$ cat src/rtl/display_pkg.sv
// Shared types and constants for the display binary-to-BCD converter.
package display_pkg;

    localparam int unsigned BIN_W   = 20;
    localparam int unsigned DIGITS  = 6;
    localparam int unsigned BCD_W   = 4 * DIGITS;
    localparam int unsigned LED_W   = 5;
    localparam int unsigned CNT_W   = 5;
    localparam int unsigned BCD_MAX = 999999;

    localparam logic [BCD_W-1:0] BCD_ERR   = 24'hEEEEEE;
    localparam logic [CNT_W-1:0] LAST_STEP = CNT_W'(BIN_W - 1);

    typedef enum logic [1:0] {
        IDLE  = 2'd0,
        SHIFT = 2'd1,
        DONE  = 2'd2
    } state_e;

    // True when the value cannot be shown in DIGITS decimal digits.
    function automatic logic is_ovf(input logic [BIN_W-1:0] bin);
        return bin > BIN_W'(BCD_MAX);
    endfunction

endpackage

$ cat src/rtl/bcd_digit_adj.sv
// Double-dabble nibble correction: add 3 when the digit is 5 or more.
module bcd_digit_adj (
    input  logic [3:0] digit_i,
    output logic [3:0] digit_c
);

    always_comb begin
        digit_c = digit_i;
        if (digit_i >= 4'd5) begin
            digit_c = digit_i + 4'd3;
        end
    end

endmodule

$ cat src/rtl/display_bcd_converter.sv
// Iterative 20-bit binary to 6-digit BCD converter, one double-dabble step per clock,
// feeding the seven-segment decoder with digits and LED field updated on the same edge.
module display_bcd_converter
    import display_pkg::*;
#(
    parameter int unsigned BIN_W  = 20,
    parameter int unsigned DIGITS = 6
) (
    input  logic                  clk,
    input  logic                  rst,
    input  logic                  load,
    input  logic [BIN_W-1:0]      bin_in,
    input  logic [LED_W-1:0]      leds_in,
    output logic [4*DIGITS-1:0]   bcd_out,
    output logic [LED_W-1:0]      leds_out,
    output logic                  busy,
    output logic                  done,
    output logic                  ovf
);

    localparam int unsigned ACC_W = 4 * DIGITS;

    state_e             state_q, state_d;
    logic [CNT_W-1:0]   cnt_q, cnt_d;
    logic [BIN_W-1:0]   bin_q, bin_d;
    logic [ACC_W-1:0]   acc_q, acc_d;
    logic [LED_W-1:0]   leds_cap_q, leds_cap_d;
    logic               ovf_pend_q, ovf_pend_d;
    logic [ACC_W-1:0]   bcd_out_q, bcd_out_d;
    logic [LED_W-1:0]   leds_out_q, leds_out_d;
    logic               busy_q, busy_d;
    logic               done_q, done_d;
    logic               ovf_q, ovf_d;
    logic [ACC_W-1:0]   acc_adj;

    // Per-digit add-3 correction applied ahead of every shift.
    for (genvar g = 0; g < DIGITS; g++) begin : g_adj
        bcd_digit_adj u_adj (
            .digit_i (acc_q[4*g +: 4]),
            .digit_c (acc_adj[4*g +: 4])
        );
    end

    always_comb begin
        state_d    = state_q;
        cnt_d      = cnt_q;
        bin_d      = bin_q;
        acc_d      = acc_q;
        leds_cap_d = leds_cap_q;
        ovf_pend_d = ovf_pend_q;
        bcd_out_d  = bcd_out_q;
        leds_out_d = leds_out_q;
        ovf_d      = ovf_q;
        done_d     = 1'b0;

        unique case (state_q)
            IDLE: begin
                if (load) begin
                    state_d    = SHIFT;
                    bin_d      = bin_in;
                    acc_d      = '0;
                    leds_cap_d = leds_in;
                    ovf_pend_d = is_ovf(BIN_W'(bin_in));
                    cnt_d      = '0;
                end
            end
            SHIFT: begin
                acc_d = {acc_adj[ACC_W-2:0], bin_q[BIN_W-1]};
                bin_d = {bin_q[BIN_W-2:0], 1'b0};
                cnt_d = cnt_q + CNT_W'(1);
                if (cnt_q == LAST_STEP) begin
                    state_d = DONE;
                end
            end
            DONE: begin
                // Out-of-range inputs still shift through; the digits are replaced here.
                bcd_out_d  = ovf_pend_q ? ACC_W'(BCD_ERR) : acc_q;
                leds_out_d = leds_cap_q;
                ovf_d      = ovf_pend_q;
                done_d     = 1'b1;
                state_d    = IDLE;
            end
            default: begin
                state_d = IDLE;
            end
        endcase

        busy_d = (state_d != IDLE);
    end

    always_ff @(posedge clk or posedge rst) begin
        if (rst) begin
            state_q    <= IDLE;
            cnt_q      <= '0;
            bin_q      <= '0;
            acc_q      <= '0;
            leds_cap_q <= '0;
            ovf_pend_q <= 1'b0;
            bcd_out_q  <= '0;
            leds_out_q <= '0;
            busy_q     <= 1'b0;
            done_q     <= 1'b0;
            ovf_q      <= 1'b0;
        end else begin
            state_q    <= state_d;
            cnt_q      <= cnt_d;
            bin_q      <= bin_d;
            acc_q      <= acc_d;
            leds_cap_q <= leds_cap_d;
            ovf_pend_q <= ovf_pend_d;
            bcd_out_q  <= bcd_out_d;
            leds_out_q <= leds_out_d;
            busy_q     <= busy_d;
            done_q     <= done_d;
            ovf_q      <= ovf_d;
        end
    end

    assign bcd_out  = bcd_out_q;
    assign leds_out = leds_out_q;
    assign busy     = busy_q;
    assign done     = done_q;
    assign ovf      = ovf_q;

endmodule

$ cat config.mk
export PLATFORM = sky130hd
export DESIGN_NAME = display_bcd_converter
export DESIGN_NICKNAME = d
export VERILOG_FILES = /design/src/rtl/display_pkg.sv /design/src/rtl/bcd_digit_adj.sv /design/src/rtl/display_bcd_converter.sv
export SDC_FILE = /design/constraint.sdc
export NUM_CORES = 1
export LEC_CHECK = 0
export BUFFER_PORTS_ARGS = -buffer_cell sky130_fd_sc_hd__buf_4
export CAP_MARGIN = 20
export CORE_UTILIZATION = 50
export CTS_CLUSTER_SIZE = 28
export DETAILED_ROUTE_END_ITERATION = 10
export PLACE_DENSITY = 0.71
export SKIP_LAST_GASP = 1
export SLEW_MARGIN = 10
export SYNTH_ARGS = -nofsm -noshare
export SYNTH_HDL_FRONTEND = slang
export SYNTH_SLANG_ARGS = --single-unit
export TNS_END_PERCENT = 30
$ cat constraint.sdc
create_clock -name clk -period 7 [get_ports clk]
set_input_delay 0.7 -clock clk [delete_from_list [all_inputs] [get_ports clk]]
set_output_delay 0.7 -clock clk [all_outputs]
set_load 0.05 [all_outputs]
-- After elaboration in Yosys (flattened, before gate mapping)
Index checks and enable logic that the tools add are counted.
- bits of input ports: 28
- output and inout port bits: 32
- bits in registers: 89
- reduce and logical (&&, ||, !) cells: 5
- magnitude comparators: 7
- equality and inequality tests: 4
- mux-type cells: 17
- $add $sub $neg: 7
- operator list (kind ; number):
    $mux W24 ; 2
    $pmux W24 S2 ; 1
    $pmux W20 S2 ; 1
    $ge A4 B3 Y1 const B ; 6
    $add A4 B2 Y4 const B ; 5
    $gt A20 B20 Y1 const B ; 1
    $mux W20 ; 1
    $mux W4 ; 5
    $pmux W5 S2 ; 1
    $add A5 B1 Y5 const B ; 1
    $eq A5 B5 Y1 const B ; 1
    $mux W5 ; 1
    $mux W2 ; 2
    $pmux W2 S2 ; 1
    $reduce_and A2 Y1 ; 2
    $reduce_bool A2 Y1 ; 2
    $add A3 B2 Y3 const B ; 1
    $mux W3 ; 1
    $eq A2 B1 Y1 const B ; 1
    $eq A2 B2 Y1 const B ; 1
    $logic_not A2 Y1 ; 1
    $ne A2 B2 Y1 const B ; 1
    $mux W1 ; 1

-- Depth between registers and ports, before layout
Gate-level depths: netlist of the first run.
- depth in word-level cells: 4
- mapped depth: 6
- gate-level depth less buffers: 6

-- By module
A second synthesis of the first run with hierarchy kept.
- cells, all modules: 428
- area total of the unflattened synthesis: 4270.3 um2
- by module, submodules not included (module ; cells each ; instances ; sequential area each (um2) ; area an instance (um2)):
    display_bcd_converter ; 332 ; 1 ; 2227.1 ; 3662.3
    bcd_digit_adj ; 16 ; 6 ; 0.0 ; 101.3

-- Worst setup path after synthesis of the first run
No wires, ideal clock.
- path type: input -> register
- start point: in bin_in[15]
- end point: reg ovf_pend_q
- library setup time: 0.134 ns
- data required time: 6.866 ns
- data arrival time: 1.457 ns
- path slack: 5.408 ns
- stages: 3
- path through: or4_1 -> nor3_1 -> o41ai_1
- cells in the longest elaborated chain, start to end: 1
- RTL lines (what ; line ; RTL):
    from (decl) ; display_bcd_converter.sv:12 ; input logic [BIN_W-1:0] bin_in,
    $gt A20 B20 Y1 ; display_pkg.sv:22 ; return bin > BIN_W'(BCD_MAX);
    to (signal assigned) ; display_bcd_converter.sv:110 ; ovf_pend_q <= ovf_pend_d;
    to (decl) ; display_bcd_converter.sv:28 ; logic ovf_pend_q, ovf_pend_d;
No other way between the ends.
A chain may end at the register's enable or synchronous reset.

-- Worst setup path after layout of the first run
- start point: reg state_q[0]
- end point: reg acc_q[7]
- cells in the longest elaborated chain, start to end: 3
- elaborated cells between the ends (all ways): 6
- those cells by class: eq/ne: 2; mux: 1; reduce/logical: 3
- RTL lines (what ; line ; RTL):
    from (decl) ; display_bcd_converter.sv:23 ; state_e state_q, state_d;
    from (signal assigned) ; display_bcd_converter.sv:105 ; state_q <= state_d;
    $eq A2 B1 Y1 / $logic_not A2 Y1 (equally long branches) ; display_bcd_converter.sv:56 ; unique case (state_q)
    $reduce_bool A2 Y1 (no source line) / $ne A2 B2 Y1 (equally long branches) ; - ;
    $reduce_and A2 Y1 (no source line) ; - ;
    to (signal assigned) ; display_bcd_converter.sv:96 ; acc_q <= '0;
    to (signal assigned) ; display_bcd_converter.sv:108 ; acc_q <= acc_d;
    to (decl) ; display_bcd_converter.sv:26 ; logic [ACC_W-1:0] acc_q, acc_d;
Several ways; a longest one is shown, not always the timed one.

==> metrics, run 1 <==
outcome=completed; hold_buf cts=0; Crit Path Class=reg2reg; largest net degree at the start of global routing=90; full die area=8310 sq um; GRT Overall Usage=0.203; RSZ-0062 raised after global routing=no; Yosys warning count=0; ANT cells=0; CP Cell Sequence=nand2b_1 -> o31ai_1 -> a32o_1; Slowest Stage Delay on Critical Path=0.83 ns; vias per cell=5.47; combinational share of power=0.441; Hold EP=bcd_out[9]$_DFFE_PP0P_; Place WS=4.66 ns; Synth area leader=dfrtp_1; Fmax=458 MHz; Slew HR=0.416; multi-input logic area=1580 sq um; synthesized instance count=387; Tot Pwr=2.38 mW; Die Y=91.2 um; Internal=1.39 mW; clk_skew=0.0115 ns; Lkg Pwr=2.24 nW; # setup viols final=0; Power Density=503 nW/um^2; Pre-antenna DRT Iters=4; DRC Markers=0; clock transition at the registers of the reported paths=0.09 ns; FF/Latch Area=2230 sq um; # Post-CTS Setup Buffers=0; FILL cells=671; crit start category=flip-flop; global-route wire length before repair=13,400 um; initial drt markers=114; worst slew pin tran=0.877 ns; Root Buffer=clkbuf_8; gpl congestion=0.784; antenna violations before repair=0; R2R cell count=3; core area=7730 sq um; Via Count=2,973; clock network fraction of total power=0.178; Cell Area, Synth=3980 sq um; final WL=7810 um; Top-Level Pins=60; die width=91.2 um; clock sinks=89; max-cap violations=0; vias in the first global route=2,882; post-CTS sizing=0; buffer depth of the longest clock path=2; syn nets=428; Reg2Reg Launch Point=state_q[0]$_DFF_PP0_; sequential-to-total area share from yosys stat=0.560; Sw Pwr=995 uW; Finished Core Util=0.613; sequential power share=0.381; crit end category=flip-flop; hold_ws=0.488 ns; final hold violations=0; Synth area leaders=dfrtp_1 (56%), nand2_1 (5.9%), o21ai_1 (5.4%); row cnt=32; count of state elements after synthesis=89; Max Fanout on Critical Path=25; detailed placer's ending HPWL=4960 um; level count of the clock H-tree=3; required time worst endpoint=7.30 ns; latest clock arrival within the worst-skew pair=0.36 ns; total grt overflow=0; Netlist cell types=33; Final period util=0.312; initial core utilization=0.514; setup TNS=0 ns; worst min path class=reg2reg; worst hold start=bcd_out[9]$_DFFE_PP0P_; IR drop worst, VDD=0.170 mV; critical path arrival=2.49 ns; min Tclk post-route=2.18 ns; top cell type's share of synthesized area=0.560; Avg Inst Size Synth=10.3 sq um; clock buffer count from CTS=9; reg2reg end=acc_q[7]$_DFFE_PP0P_; hold path depth=2; WL/cell=14.4 um; Layout Nets=478; slowest library cell on the worst path=dfrtp_1; Switching Share=0.418; share of layout cells above drive strength 1=0.188; Pins Over Slew Limit=0; Final ANT Viol Nets=0; Reg2Reg Setup Slack=4.82 ns; Port Buffers=59; CTS tree=built; final worst setup slack=4.82 ns; area grow syn2layout=19.1%
[registers in the layout, indices dropped and copies added, names as in the netlist]
name        cells
acc_q          24
done            1
bcd_out        24
busy            1
ovf_pend_q      1
bin_q          20
leds_out        5
cnt_q           5
leds_cap_q      5
ovf             1
state_q         2
[critical path: cells and delay by family (launching register included)]
family / cells / cell delay (ns)
DFF: 1 / 0.83
and+or+nand+nor: 1 / 0.67
AOI/OAI and AO/OA: 2 / 0.64
[synth_stat cells, drive strengths merged]
cell	n
a21oi	9
a22o	8
a22oi	19
a32o	6
buf	14
clkbuf	11
dfrtp	89
ha	13
inv	15
mux2	6
mux2i	6
nand2	62
nand2b	10
nand3	2
nand4	3
nor2	22
nor2b	3
nor3	2
nor3b	3
nor4	1
o21ai	48
o22ai	9
o31a	1
o31ai	12
o32ai	2
o41ai	1
or2	1
or4	1
xnor2	6
xor2	2
[worst max path at each step]
stage	start	endpoint	slack (ns)
final	state_q[0]$_DFF_PP0_	acc_q[7]$_DFFE_PP0P_	4.82
after global routing	state_q[0]$_DFF_PP0_	acc_q[7]$_DFFE_PP0P_	4.64
after detailed placement	state_q[0]$_DFF_PP0_	cnt_q[4]$_DFFE_PP0P_	4.66
after floorplan	rst	acc_q[0]$_DFFE_PP0P_	3.99
after global placement	state_q[1]$_DFF_PP0_	leds_out[2]$_DFFE_PP0P_	4.72
after CTS	state_q[0]$_DFF_PP0_	cnt_q[4]$_DFFE_PP0P_	4.65
[through the flow]
step                      instance area (sq um)  std cells
final                                      4730        544
after global routing                       4730        544
after CTS                                  4700        542
after detailed placement                   4460        526
after global placement                     4460        526
after floorplan                            3980        387
[layer usage]
metal / part of all wire / vias up / GRT usage
li1: - / 1457 / -
met1: 0.46 / 1435 / 0.263
met2: 0.48 / 71 / 0.342
met3: 0.042 / 10 / 0.0335
met4: 0.015 / 0 / 0.0807
met5: 0 / - / 0
[layout make-up]
cell class                      instances  area share
Inverter                               15      0.0122
Multi-Input combinational cell        258       0.334
Clock inverter                          5      0.0217
Clock buffer                           11      0.0299
Timing Repair Buffer                   64       0.105
Tap cell                              102      0.0270
Sequential cell                        89       0.471
[layout by cell type, fill, tap and decap left out, types with 3 or more instances in the layout]
cell type	Yosys	routed
o21ai_0	5	5
nand2_1	62	62
clkbuf_8	0	10
buf_4	1	62
dfrtp_1	89	89
a32o_1	6	6
nor2_1	22	22
o21ai_1	43	43
nand4_1	3	3
nor3b_1	3	3
mux2_1	6	6
ha_1	13	13
inv_1	13	12
o22ai_1	9	9
bufinv_16	0	3
o31ai_1	12	12
a21oi_1	9	9
nor2b_1	3	3
mux2i_1	6	6
nand2b_1	10	9
a22o_1	8	8
xnor2_1	6	6
a22oi_1	19	19
[cells by family after synthesis]
logic type,after synthesis,share of synthesized area
fa+ha+maj,13,0.0409
simple gates,110,0.120
buf+inv,40,0.0428
xor+xnor,8,0.0176
compound gates,115,0.186
flops,89,0.560
mux,12,0.0321
[power groups by stage]
stage	Combinational [mW]	Sequential, mW	Clock [mW]
floorplan	0.621	1.08	0
global placement	1.00	0.900	0
detailed placement	1.03	0.908	0
CTS	1.04	0.901	0.432
global route	1.16	0.941	0.451
finish	1.05	0.907	0.424
Note: power is estimated with default switching activity, not from simulation.
==> run 2: changes to the inputs <==
Settings changed: PLACE_DENSITY 0.71 to 0.74.
Clock period 7 ns to 1.78 ns, I/O delays scaled along.
==> metrics, run 2 (same netlist as run 1, synthesis figures left out) <==
outcome=completed; largest net degree at the start of global routing=34 (-62%); FILL cells=647 (-3.6%); Final period util=0.885 (+0.573); row cnt=32 (unchanged); vias per cell=5.53 (+1.1%); clock buffer count from CTS=9 (unchanged); Die Y=91.2 um (unchanged); total grt overflow=0 (unchanged); Max Fanout on Critical Path=4 (-84%); initial drt markers=174 (+53%); clock transition at the registers of the reported paths=0.08 ns (about the same); required time worst endpoint=2.00 ns (-5.30 ns); final hold violations=0 (unchanged); area grow syn2layout=19.5%; global-route wire length before repair=14,600 um (+8.6%); # setup viols final=0 (unchanged); clock sinks=89 (unchanged); full die area=8310 sq um (unchanged); vias in the first global route=3,149 (+9.3%); latest clock arrival within the worst-skew pair=0.35 ns (about the same); CTS tree=built; Lkg Pwr=2.26 nW (+0.93%); setup TNS=0 ns (unchanged); Fmax=635 MHz (+39%); core area=7730 sq um (unchanged); DRC Markers=0 (unchanged); Final ANT Viol Nets=0 (unchanged); crit start category=flip-flop; Reg2Reg Setup Slack=0.20 ns (-4.61 ns); final WL=8200 um (+5.0%); post-CTS sizing=0 (unchanged); IR drop worst, VDD=0.758 mV (+350%); initial core utilization=0.514 (unchanged); Pre-antenna DRT Iters=4 (unchanged); WL/cell=14.8 um (+3.3%); most frequent cells in the layout=dfrtp_1 (89), buf_4 (73), nand2_1 (62); GRT Overall Usage=0.222 (+0.0186); most common cell after layout, fill and taps aside=dfrtp_1; hold_ws=0.0164 ns (-0.471 ns); Place WS=0.232 ns (-4.43 ns); Crit Path Class=reg2reg; final worst setup slack=0.205 ns (-4.61 ns); buffer depth of the longest clock path=2 (unchanged); Root Buffer=clkbuf_8; level count of the clock H-tree=3 (unchanged); detailed placer's ending HPWL=5670 um (+14%); antenna violations before repair=0 (unchanged); Pins Over Slew Limit=0 (unchanged); RSZ-0062 raised after global routing=no; # Post-CTS Setup Buffers=0 (unchanged); crit end category=flip-flop; max-cap violations=0 (unchanged); worst min path class=in2reg; Power Density=1900 nW/um^2 (+280%); Via Count=3,056 (+2.8%); worst slew pin tran=0.909 ns (+0.0324 ns); Finished Core Util=0.615 (+0.00227); min Tclk post-route=1.58 ns (-0.608 ns); Port Buffers=59 (unchanged); ANT cells=0 (unchanged); critical path arrival=1.80 ns (-0.69 ns); gpl congestion=0.814 (+3.8%); die width=91.2 um (unchanged); Slew HR=0.394 (-0.0216); clk_skew=0.00634 ns (-0.00512 ns); Top-Level Pins=60 (unchanged); share of layout cells above drive strength 1=0.202 (+0.0140); Layout Nets=491 (+2.7%)
run 2: changes by cell type in the layout (fill, tap and decap cells not counted):
| cell | before | now |
|---|---|---|
| buf_4 | 62 | 73 |
| bufinv_16 | 3 | 0 |
| buf_12 | 1 | 3 |
| buf_6 | 1 | 0 |
| clkbuf_8 | 10 | 9 |
| dlygate4sd3_1 | 0 | 1 |
run 2: timing repair:
action | CTS | global route
hold buffers | 1 | 0
endpoints found under the hold margin | 23 | 0
endpoints found under the setup margin | 0 | 0
run 2: critical path, cell delays in order (launching register included):
cell and delay [ns]:
dfrtp_1 0.40, inv_1 0.14, ha_1 0.22, nand2b_1 0.08, a21oi_1 0.32, xnor2_1 0.17
o22ai_1 0.12
run 2: final timing paths:
check / from / end / cells after the start
max: acc_q[0]$_DFFE_PP0P_ / acc_q[1]$_DFFE_PP0P_ / 6
min in group asynchronous: rst / leds_out[4]$_DFFE_PP0P_ / 3
max in group asynchronous: rst / acc_q[20]$_DFFE_PP0P_ / 4
min reg2reg: leds_cap_q[4]$_DFFE_PP0P_ / leds_cap_q[4]$_DFFE_PP0P_ / 2
min: leds_in[3] / leds_cap_q[3]$_DFFE_PP0P_ / 3
max reg2reg: acc_q[0]$_DFFE_PP0P_ / acc_q[1]$_DFFE_PP0P_ / 6
run 2: where the power goes:
part | leakage [nW] | internal (mW) | switching, mW
registers | 1.17 | 2.85 | 0.660
clock network | 0.0737 | 0.473 | 0.643
logic | 1.02 | 1.75 | 2.63
total | 2.26 | 5.08 | 3.93
run 2: per-stage QoR:
stage | area (sq um) | total power, mW | cells
2_1_floorplan | 3980 | 6.69 | 387
3_3_place_gp | 4600 | 7.76 | 540
3_5_place_dp | 4600 | 7.94 | 540
4_1_cts | 4750 | 9.08 | 553
5_1_grt | 4750 | 9.72 | 553
6_report | 4750 | 9.01 | 553
run 2: metal layers:
layer / part of all wire / track usage
met5: 0 / 0
met4: 0.011 / 0.0728
met3: 0.044 / 0.0578
met2: 0.51 / 0.378
met1: 0.44 / 0.276
run 2: layout make-up:
class                   count  area [sq um]  area share
repair buffers             77           618       0.130
well taps                 102           128      0.0269
inverters                  15          60.1      0.0126
multi-input cells         258          1580       0.333
clock inverters             2          10.0     0.00211
clock buffers              10           128      0.0269
flip-flops and latches     89          2230       0.469
